[config.mk]
export PLATFORM = sky130hd
export DESIGN_NAME = axi4_master
export DESIGN_NICKNAME = d
export VERILOG_FILES = /design/src/rtl/axi4_master_pkg.sv /design/src/rtl/axi4_master.sv
export SDC_FILE = /design/constraint.sdc
export NUM_CORES = 1
export LEC_CHECK = 0
export CAP_MARGIN = 20
export CORE_MARGIN = 4
export CORE_UTILIZATION = 32
export DETAILED_ROUTE_END_ITERATION = 10
export HOLD_SLACK_MARGIN = 0.03
export PLACE_DENSITY = 0.85
export SYNTH_ARGS = -nofsm -noshare
export SYNTH_HDL_FRONTEND = slang
export SYNTH_SLANG_ARGS = --single-unit
[constraint.sdc]
create_clock -name ACLK -period 3.4 [get_ports ACLK]
set_input_delay 0.68 -clock ACLK [delete_from_list [all_inputs] [get_ports ACLK]]
set_output_delay 0.68 -clock ACLK [all_outputs]
set_load 0.02 [all_outputs]
[src/rtl/axi4_master_pkg.sv]
// axi4_master_pkg: FSM states, AXI response/burst encodings and the AxSIZE helper
// shared by the AXI4 initiator.
package axi4_master_pkg;

  typedef enum logic [2:0] {
    IDLE = 3'd0,
    AW   = 3'd1,
    W    = 3'd2,
    B    = 3'd3,
    AR   = 3'd4,
    R    = 3'd5,
    DONE = 3'd6
  } state_t;

  localparam logic [1:0] OKAY   = 2'b00;
  localparam logic [1:0] EXOKAY = 2'b01;
  localparam logic [1:0] SLVERR = 2'b10;
  localparam logic [1:0] DECERR = 2'b11;

  localparam logic [1:0] BURST_INCR = 2'b01;

  // AxSIZE is log2 of the bytes moved per beat
  function automatic logic [2:0] axi_size(input int data_w);
    return 3'($clog2(data_w / 8));
  endfunction

  localparam logic [2:0] SIZE = axi_size(32);

endpackage

[src/rtl/axi4_master.sv]
// axi4_master: turns a command + user data stream into single-outstanding AXI4 INCR bursts.
// Build option AXI_MASTER_4K_CHECK_EN rejects bursts that would cross a 4 KB boundary.
module axi4_master
  import axi4_master_pkg::*;
#(
  parameter int ADDR_W = 16,
  parameter int DATA_W = 32,
  parameter int LEN_W  = 8
) (
  input  logic                ACLK,
  input  logic                ARESET,
  input  logic                cmd_valid,
  output logic                cmd_ready,
  input  logic                cmd_write,
  input  logic [ADDR_W-1:0]   cmd_addr,
  input  logic [LEN_W-1:0]    cmd_len,
  input  logic                wr_valid,
  output logic                wr_ready,
  input  logic [DATA_W-1:0]   wr_data,
  output logic                rd_valid,
  input  logic                rd_ready,
  output logic [DATA_W-1:0]   rd_data,
  output logic                rd_last,
  output logic                done,
  output logic [1:0]          resp,
  output logic [ADDR_W-1:0]   AWADDR,
  output logic [LEN_W-1:0]    AWLEN,
  output logic [2:0]          AWSIZE,
  output logic [1:0]          AWBURST,
  output logic                AWVALID,
  input  logic                AWREADY,
  output logic [DATA_W-1:0]   WDATA,
  output logic [DATA_W/8-1:0] WSTRB,
  output logic                WLAST,
  output logic                WVALID,
  input  logic                WREADY,
  input  logic [1:0]          BRESP,
  input  logic                BVALID,
  output logic                BREADY,
  output logic [ADDR_W-1:0]   ARADDR,
  output logic [LEN_W-1:0]    ARLEN,
  output logic [2:0]          ARSIZE,
  output logic [1:0]          ARBURST,
  output logic                ARVALID,
  input  logic                ARREADY,
  input  logic [DATA_W-1:0]   RDATA,
  input  logic [1:0]          RRESP,
  input  logic                RLAST,
  input  logic                RVALID,
  output logic                RREADY
);

  localparam logic [2:0] AX_SIZE = axi_size(DATA_W);
  localparam int         BYTES   = DATA_W / 8;

  state_t              state;
  logic [ADDR_W-1:0]   addr_q;
  logic [LEN_W-1:0]    len_q;
  logic [LEN_W:0]      beat_cnt;
  logic                last_beat;
  logic                w_fire;
  logic                r_fire;
  logic                r_bad;
  logic                r_end;
  logic                crosses_4k;

`ifdef AXI_MASTER_4K_CHECK_EN
  assign crosses_4k = (32'(cmd_addr[11:0]) + (32'(cmd_len) + 32'd1) * 32'(BYTES)) > 32'd4096;
`else
  assign crosses_4k = 1'b0;
`endif

  // Counter is one bit wider than len so a 256-beat burst never wraps
  assign last_beat = (beat_cnt == {1'b0, len_q});

  assign cmd_ready = (state == IDLE) && !ARESET;

  assign AWADDR  = addr_q;
  assign AWLEN   = len_q;
  assign AWSIZE  = AX_SIZE;
  assign AWBURST = BURST_INCR;
  assign AWVALID = (state == AW);

  assign WDATA    = wr_data;
  assign WSTRB    = '1;
  assign WVALID   = (state == W) && wr_valid;
  assign wr_ready = (state == W) && WREADY;
  assign WLAST    = (state == W) && last_beat;
  assign w_fire   = WVALID && WREADY;

  assign BREADY = (state == B);

  assign ARADDR  = addr_q;
  assign ARLEN   = len_q;
  assign ARSIZE  = AX_SIZE;
  assign ARBURST = BURST_INCR;
  assign ARVALID = (state == AR);

  assign rd_valid = (state == R) && RVALID;
  assign RREADY   = (state == R) && rd_ready;
  assign rd_data  = RDATA;
  assign rd_last  = (state == R) && RLAST;
  assign r_fire   = RVALID && RREADY;

  // A slave whose RLAST disagrees with the requested length is a protocol error
  assign r_bad = (RLAST != last_beat);
  assign r_end = RLAST || last_beat;

  always_ff @(posedge ACLK) begin
    if (ARESET) begin
      state    <= IDLE;
      addr_q   <= '0;
      len_q    <= '0;
      beat_cnt <= '0;
      done     <= 1'b0;
      resp     <= OKAY;
    end else begin
      done <= 1'b0;
      unique case (state)
        IDLE: begin
          if (cmd_valid) begin
            addr_q   <= cmd_addr;
            len_q    <= cmd_len;
            beat_cnt <= '0;
            if (crosses_4k) begin
              resp  <= SLVERR;
              done  <= 1'b1;
              state <= DONE;
            end else begin
              resp  <= OKAY;
              state <= cmd_write ? AW : AR;
            end
          end
        end
        AW: if (AWREADY) state <= W;
        W: begin
          if (w_fire) begin
            beat_cnt <= beat_cnt + 1'b1;
            if (last_beat) state <= B;
          end
        end
        B: begin
          if (BVALID) begin
            resp  <= BRESP;
            done  <= 1'b1;
            state <= DONE;
          end
        end
        AR: if (ARREADY) state <= R;
        R: begin
          if (r_fire) begin
            beat_cnt <= beat_cnt + 1'b1;
            // First error response sticks; a length violation overrides it
            if (r_bad) begin
              resp <= SLVERR;
            end else if ((resp == OKAY) && (RRESP != OKAY)) begin
              resp <= RRESP;
            end
            if (r_end) begin
              done  <= 1'b1;
              state <= DONE;
            end
          end
        end
        DONE:    state <= IDLE;
        default: state <= IDLE;
      endcase
    end
  end

endmodule

==> impl_metrics.yaml <==
timing:
  worstMarginPinSlew_ps: 873
  hold_violations: 0
  setup-tns-final_ps: 0
  worst_slack_ps: 363
  period_share: 0.893
  relSlewSlack: 0.416
  setup_viol: 0
  period_needed_ps: 3040
  clock.fmax_ghz: 0.329
  drv_slew: 0
  skew_ps: 3.87
  grt_setup_unrepaired: "false"
global_route:
  grt_pass1_vias: 2272
  grt-ovfl-total: 0
  antenna_found_initial: 0
  grt_pass1_wl_um: 10500
  grt_usage: 0.129
  grt_max_degree: 41
placement:
  gp_congestion: 0.871
  placed_area_um2: 3060
  io_buffers: 100
  place_ws_ps: 701
  hpwl_um: 4930
synthesis:
  synth-edff-count: 0
  ys.flop_type: "dfxtp_1"
  ys_ff_latch: 39
  ys_async_sr_fraction: 0
  synth.distinct_cells: 44
  yosys_warnings: 0
  synth_area_leader_cell: "dfxtp_1"
  seq_area_frac_synth: 0.290
  syn_area_per_cell_um2: 7.59
  synth.top_cell.area_share: 0.290
  netlist_instances: 355
  synth_area_um2: 2690
  synth.most_common_cell: "buf_4"
  synth_common_cells: "buf_4 (102), nand2_1 (59), dfxtp_1 (39), a21oi_1 (37), nor2_1 (12)"
  ys_top_cells_by_area: "dfxtp_1 (29%), buf_4 (28%), nand2_1 (8.2%), a21oi_1 (6.9%), xnor2_1 (2.3%)"
run:
  max-cap-violations: 0
detailed_routing:
  wl_um: 6560
  detail-route-antenna-nets: 0
  dr.pass1.iters: 4
  dr_total_vias: 2278
  drtIter0Drc: 41
  viasPerCell: 4.89
  wl_per_cell_um: 14.1
  drc: 0
layout:
  drive_above_1_share: 0.0388
  final.fill_count: 818
  layout.nets: 466
  final_design_area_no_fill_um2: 3140
  area_growth_pct: 16.5
  diodes: 0
cts:
  path_clk_slew_ps: 70
  htreeDepth: 2
  clock_sinks: 39
  post-cts-setup-buffers: 0
  ctsResizeCount: 0
  cts_buffers: 5
  ctsLongestPathBuffers: 2
  worst_skew_pair.late_latency_ps: 290
  cts_tree: "done"
  root_buffer: "clkbuf_8"
  holdBufCountCts: 0
worst_hold_path:
  worstHoldStart: "ARADDR[2]$_SDFFE_PP0P_"
  holdPathStages: 2
  min_to: "ARADDR[2]$_SDFFE_PP0P_"
  min_path_type: "flip-flop to flip-flop"
floorplan:
  io_pins: 243
  fp-row-count: 33
  die-area_um2: 9950
  die_h_um: 99.8
  initial_core_util: 0.328
  core_area_um2: 8220
  die_w_um: 99.8
outcome:
  outcome: "complete, no violations"
setup_path:
  crit_arrival_ps: 2360
  r2r_cells: 8
  worstSetupPathType: "flip-flop to output port"
  cp-end-kind: "output port"
  rrSetupSlack_ps: 700
  critPathLaunchType: "flip-flop"
  rr_endpoint: "state[0]$_SDFFE_PP0P_"
  cp.required_ps: 2720
  path_max_fanout: 6
  r2r_start: "beat_cnt[2]$_SDFFE_PP0P_"
pwr:
  powerDensity_nw_per_um2: 622
  vdd_drop_max_mv: 0.219
  leakagePower_uw: 0.00113
-- routing by layer --
| metal | global-route usage | wire length, um | up-vias |
|---|---|---|---|
| met5 | 0 | 0 | - |
| met4 | 0.0704 | 179 | 0 |
| met3 | 0.0470 | 626 | 30 |
| met2 | 0.220 | 3190 | 122 |
| met1 | 0.138 | 2560 | 1047 |
| li1 | - | - | 1079 |
-- state kept, by name (all words and copies together), names as in the netlist --
name and cells:
ARADDR 16, beat_cnt 9, ARLEN 8, state 3, resp 2, done 1
-- worst max-delay path by stage --
| stage | endpoint | cells after the start | startpoint |
|---|---|---|---|
| global route | rd_last | 4 | state[2]$_SDFFE_PP0P_ |
| global placement | cmd_ready | 3 | ARESET |
| detailed placement | WLAST | 5 | beat_cnt[2]$_SDFFE_PP0P_ |
| CTS | WLAST | 5 | beat_cnt[2]$_SDFFE_PP0P_ |
| finish | WLAST | 5 | beat_cnt[2]$_SDFFE_PP0P_ |
| floorplan | state[0]$_SDFFE_PP0P_ | 8 | ARLEN[2]$_SDFFE_PP0P_ |
-- stage by stage --
step,hold slack [ps],instances,util,total power (uW)
3_5_place_dp,465,458,0.372,1660
2_1_floorplan,458,367,-,1430
4_1_cts,475,466,0.382,1970
3_3_place_gp,454,458,0.372,1630
5_1_grt,492,466,0.382,2080
6_report,473,466,0.382,1950
-- layout make-up --
| class | count | area, um^2 | share of cell area |
|---|---|---|---|
| Clock buffer | 7 | 76.3 | 0.0243 |
| Clock inverter | 1 | 5.00 | 0.00159 |
| Inverter | 4 | 15.0 | 0.00478 |
| Multi-Input combinational cell | 207 | 1110 | 0.353 |
| Sequential cell | 39 | 781 | 0.249 |
| Tap cell | 105 | 131 | 0.0418 |
| Timing Repair Buffer | 103 | 1020 | 0.326 |
-- cell usage in the layout (no fill, tap or decap), drive strengths merged, types with 2 or more instances in the layout --
| cell | count |
|---|---|
| a21oi | 37 |
| a31oi | 3 |
| and2 | 6 |
| and3 | 3 |
| buf | 3 |
| clkbuf | 7 |
| clkdlybuf4s50 | 100 |
| conb | 14 |
| dfxtp | 39 |
| ha | 2 |
| inv | 4 |
| nand2 | 59 |
| nand3 | 6 |
| nand3b | 2 |
| nand4 | 3 |
| nor2 | 12 |
| nor2b | 4 |
| nor3 | 6 |
| nor3b | 2 |
| o21a | 2 |
| o21ai | 11 |
| o22ai | 4 |
| or2 | 2 |
| or3 | 3 |
| or3b | 4 |
| or4 | 3 |
| xnor2 | 7 |
-- worst max-delay path: stages (launching register included) --
cell             delay [ps]
dfxtp_1                 440
xnor2_1                 140
nand3_1                  80
or4_1                   620
nor2b_1                 160
clkdlybuf4s50_1         620
-- report_power, final --
part / leakage, uW / internal [uW] / switching [uW]
registers: 0.000318 / 532 / 105
logic: 0.000765 / 442 / 572
clock network: 0.0000422 / 144 / 158
total: 0.00113 / 1120 / 835
-- cell families (layout without fill, tap and decap cells) --
family / Yosys count / after routing / share of synthesized area
buffers and inverters: 121 / 115 / 0.316
and+or+nand+nor: 117 / 117 / 0.210
AOI/OAI and AO/OA: 65 / 65 / 0.143
DFF: 39 / 39 / 0.290
xor gates and xnor gates: 8 / 8 / 0.0260
adders and majority gates: 2 / 2 / 0.00929
other: 2 / 14 / 0.00279
muxes: 1 / 1 / 0.00372
No activity file was read; power rests on OpenSTA's default activity.
==> variant: new RTL, same settings <==
Add a define of `AXI_MASTER_4K_CHECK_EN`.
--- a/src/rtl/axi4_master.sv
+++ b/src/rtl/axi4_master.sv
@@ -1,5 +1,7 @@
 // axi4_master: turns a command + user data stream into single-outstanding AXI4 INCR bursts.
 // Build option AXI_MASTER_4K_CHECK_EN rejects bursts that would cross a 4 KB boundary.
+`define AXI_MASTER_4K_CHECK_EN
+
 module axi4_master
   import axi4_master_pkg::*;
 #(
Behaviour: not the same (Yosys sat finds a counterexample within 4 cycles, from zero or initial values and one cycle with ARESET high).
==> variant against the original RTL <==
Worst setup slack lost 200 ps. Area after synthesis grew 21%. Final area grew 31%. Largest power group unchanged. Sequential cell count is the same. Combinational power grew 15%. Routed wire length grew 38%. Die area grew 20%. Total power grew 17%.
==> variant: results (changes against the original RTL) <==
Status
  • Status: complete, no violations

Logic synthesis
  • Sequential share of the synthesized area: 0.239 (-0.0510)
  • Top cells by count, synth: 102 x buf_4, 67 x nand2_1, 39 x a21oi_1, 39 x dfxtp_1, 36 x nor2_1
  • Netlist cell types: 60 (+36%)
  • Synth area leaders: dfxtp_1 24%, buf_4 23%, nand2_1 7.7%, a21oi_1 6.0%, ha_1 5.0%

Setup path
  • Reg-to-reg slack, setup: 960 ps (+260 ps)
  • Crit path arrival time: 3420 ps (+1060 ps)
  • Worst path slowest cell: fa_1
  • Worst path max stage delay: 460 ps (-160 ps)
  • Crit path from: cmd_len[0]
  • R2R Path Start: ARLEN[0]$_SDFFE_PP0P_

Pwr
  • Max VDD drop: 0.224 mV (+2.5%)
  • Lkg Pwr: 1.63 nW (+45%)

Timing
  • Fin Clk Skew: 6.46 ps (+2.59 ps)

Routing
  • Drt wl/cell: 15.0 um (+6.8%)
  • DRT Pass-1 Iters: 4 (unchanged)
  • Routed vias: 2893 (+27%)

Final layout
  • Share of layout cells above drive strength 1: 0.134 (+0.0955)
  • Number of fill cells: 948 (+16%)
  • Layout Nets: 586 (+26%)

Placement
  • HPWL Detailed: 7080 um (+44%)
  • GPL Wtd Cong: 0.886 (+1.8%)

Global routing
  • Pin count of the biggest net entering global routing: 33 (-20%)
  • First-pass GRT wire length: 13600 um (+30%)
  • GRT Total Usage: 0.143 (+0.0145)
  • Vias in the first global route: 2754 (+21%)

Min path
  • Hold Crit Class: flip-flop to flip-flop
  • Min-delay src: ARADDR[12]$_SDFFE_PP0P_
==> variant: final timing paths <==
path                                           endpoint  depth (start not counted)
worst min register to register  ARADDR[12]$_SDFFE_PP0P_                          2
worst min-delay path            ARADDR[12]$_SDFFE_PP0P_                          2
worst max register to register     resp[1]$_SDFFE_PP0P_                          9
worst max-delay path              state[2]$_SDFFE_PP0P_                         11
==> variant: worst max-delay path: cells and delay by family <==
kind,cells,cell delay (ps)
buf+inv,3,570
fa+ha+maj,2,790
compound gates,5,1210
simple gates,1,170
==> variant: report_power, final <==
group,internal (W),switching (W)
Sequential,0.000539,0.000112
Combinational,0.000532,0.000629
Clock,0.000293,0.000174
==> variant: cell families (layout without fill, tap and decap cells) <==
group | Yosys count | count (layout) | synth area share
AND/OR/NAND/NOR | 141 | 141 | 0.192
buffers and inverters | 126 | 151 | 0.264
AO/OA/AOI/OAI | 86 | 86 | 0.182
flip-flops | 39 | 39 | 0.239
XOR/XNOR | 24 | 24 | 0.0643
adder cells (fa/ha/maj) | 14 | 14 | 0.0559
other | 2 | 14 | 0.00230
==> variant: cell type report <==
type | count | area [um^2] | area share
multi-input cells | 279 | 1740 | 0.422
well taps | 133 | 166 | 0.0405
clock inverters | 3 | 67.6 | 0.0164
repair buffers | 134 | 1260 | 0.306
clock buffers | 5 | 68.8 | 0.0167
flip-flops and latches | 39 | 781 | 0.190
inverters | 9 | 33.8 | 0.00822
==> variant: stage by stage <==
stage,worst slack [ps],instance area [um^2],std cells
2_1_floorplan,300,3310,444
3_3_place_gp,-288,3900,593
3_5_place_dp,-397,3900,593
4_1_cts,116,4050,602
5_1_grt,-2.16,4110,602
6_report,168,4110,602
==> variant: routing by layer <==
metal  GRT usage  up-vias  part of all wire
li1            -     1413                 -
met5           0        -                 0
met4      0.0721        0             0.030
met1       0.159     1347              0.37
met2       0.257       99              0.52
met3      0.0302       34             0.070
==> variant: what timing repair did <==
item,4_1_cts,5_1_grt
setup endpoints to repair,3,2
resized for setup,6,13
pin swaps,6,9
hold endpoints to repair,0,0
setup buffers,1,0
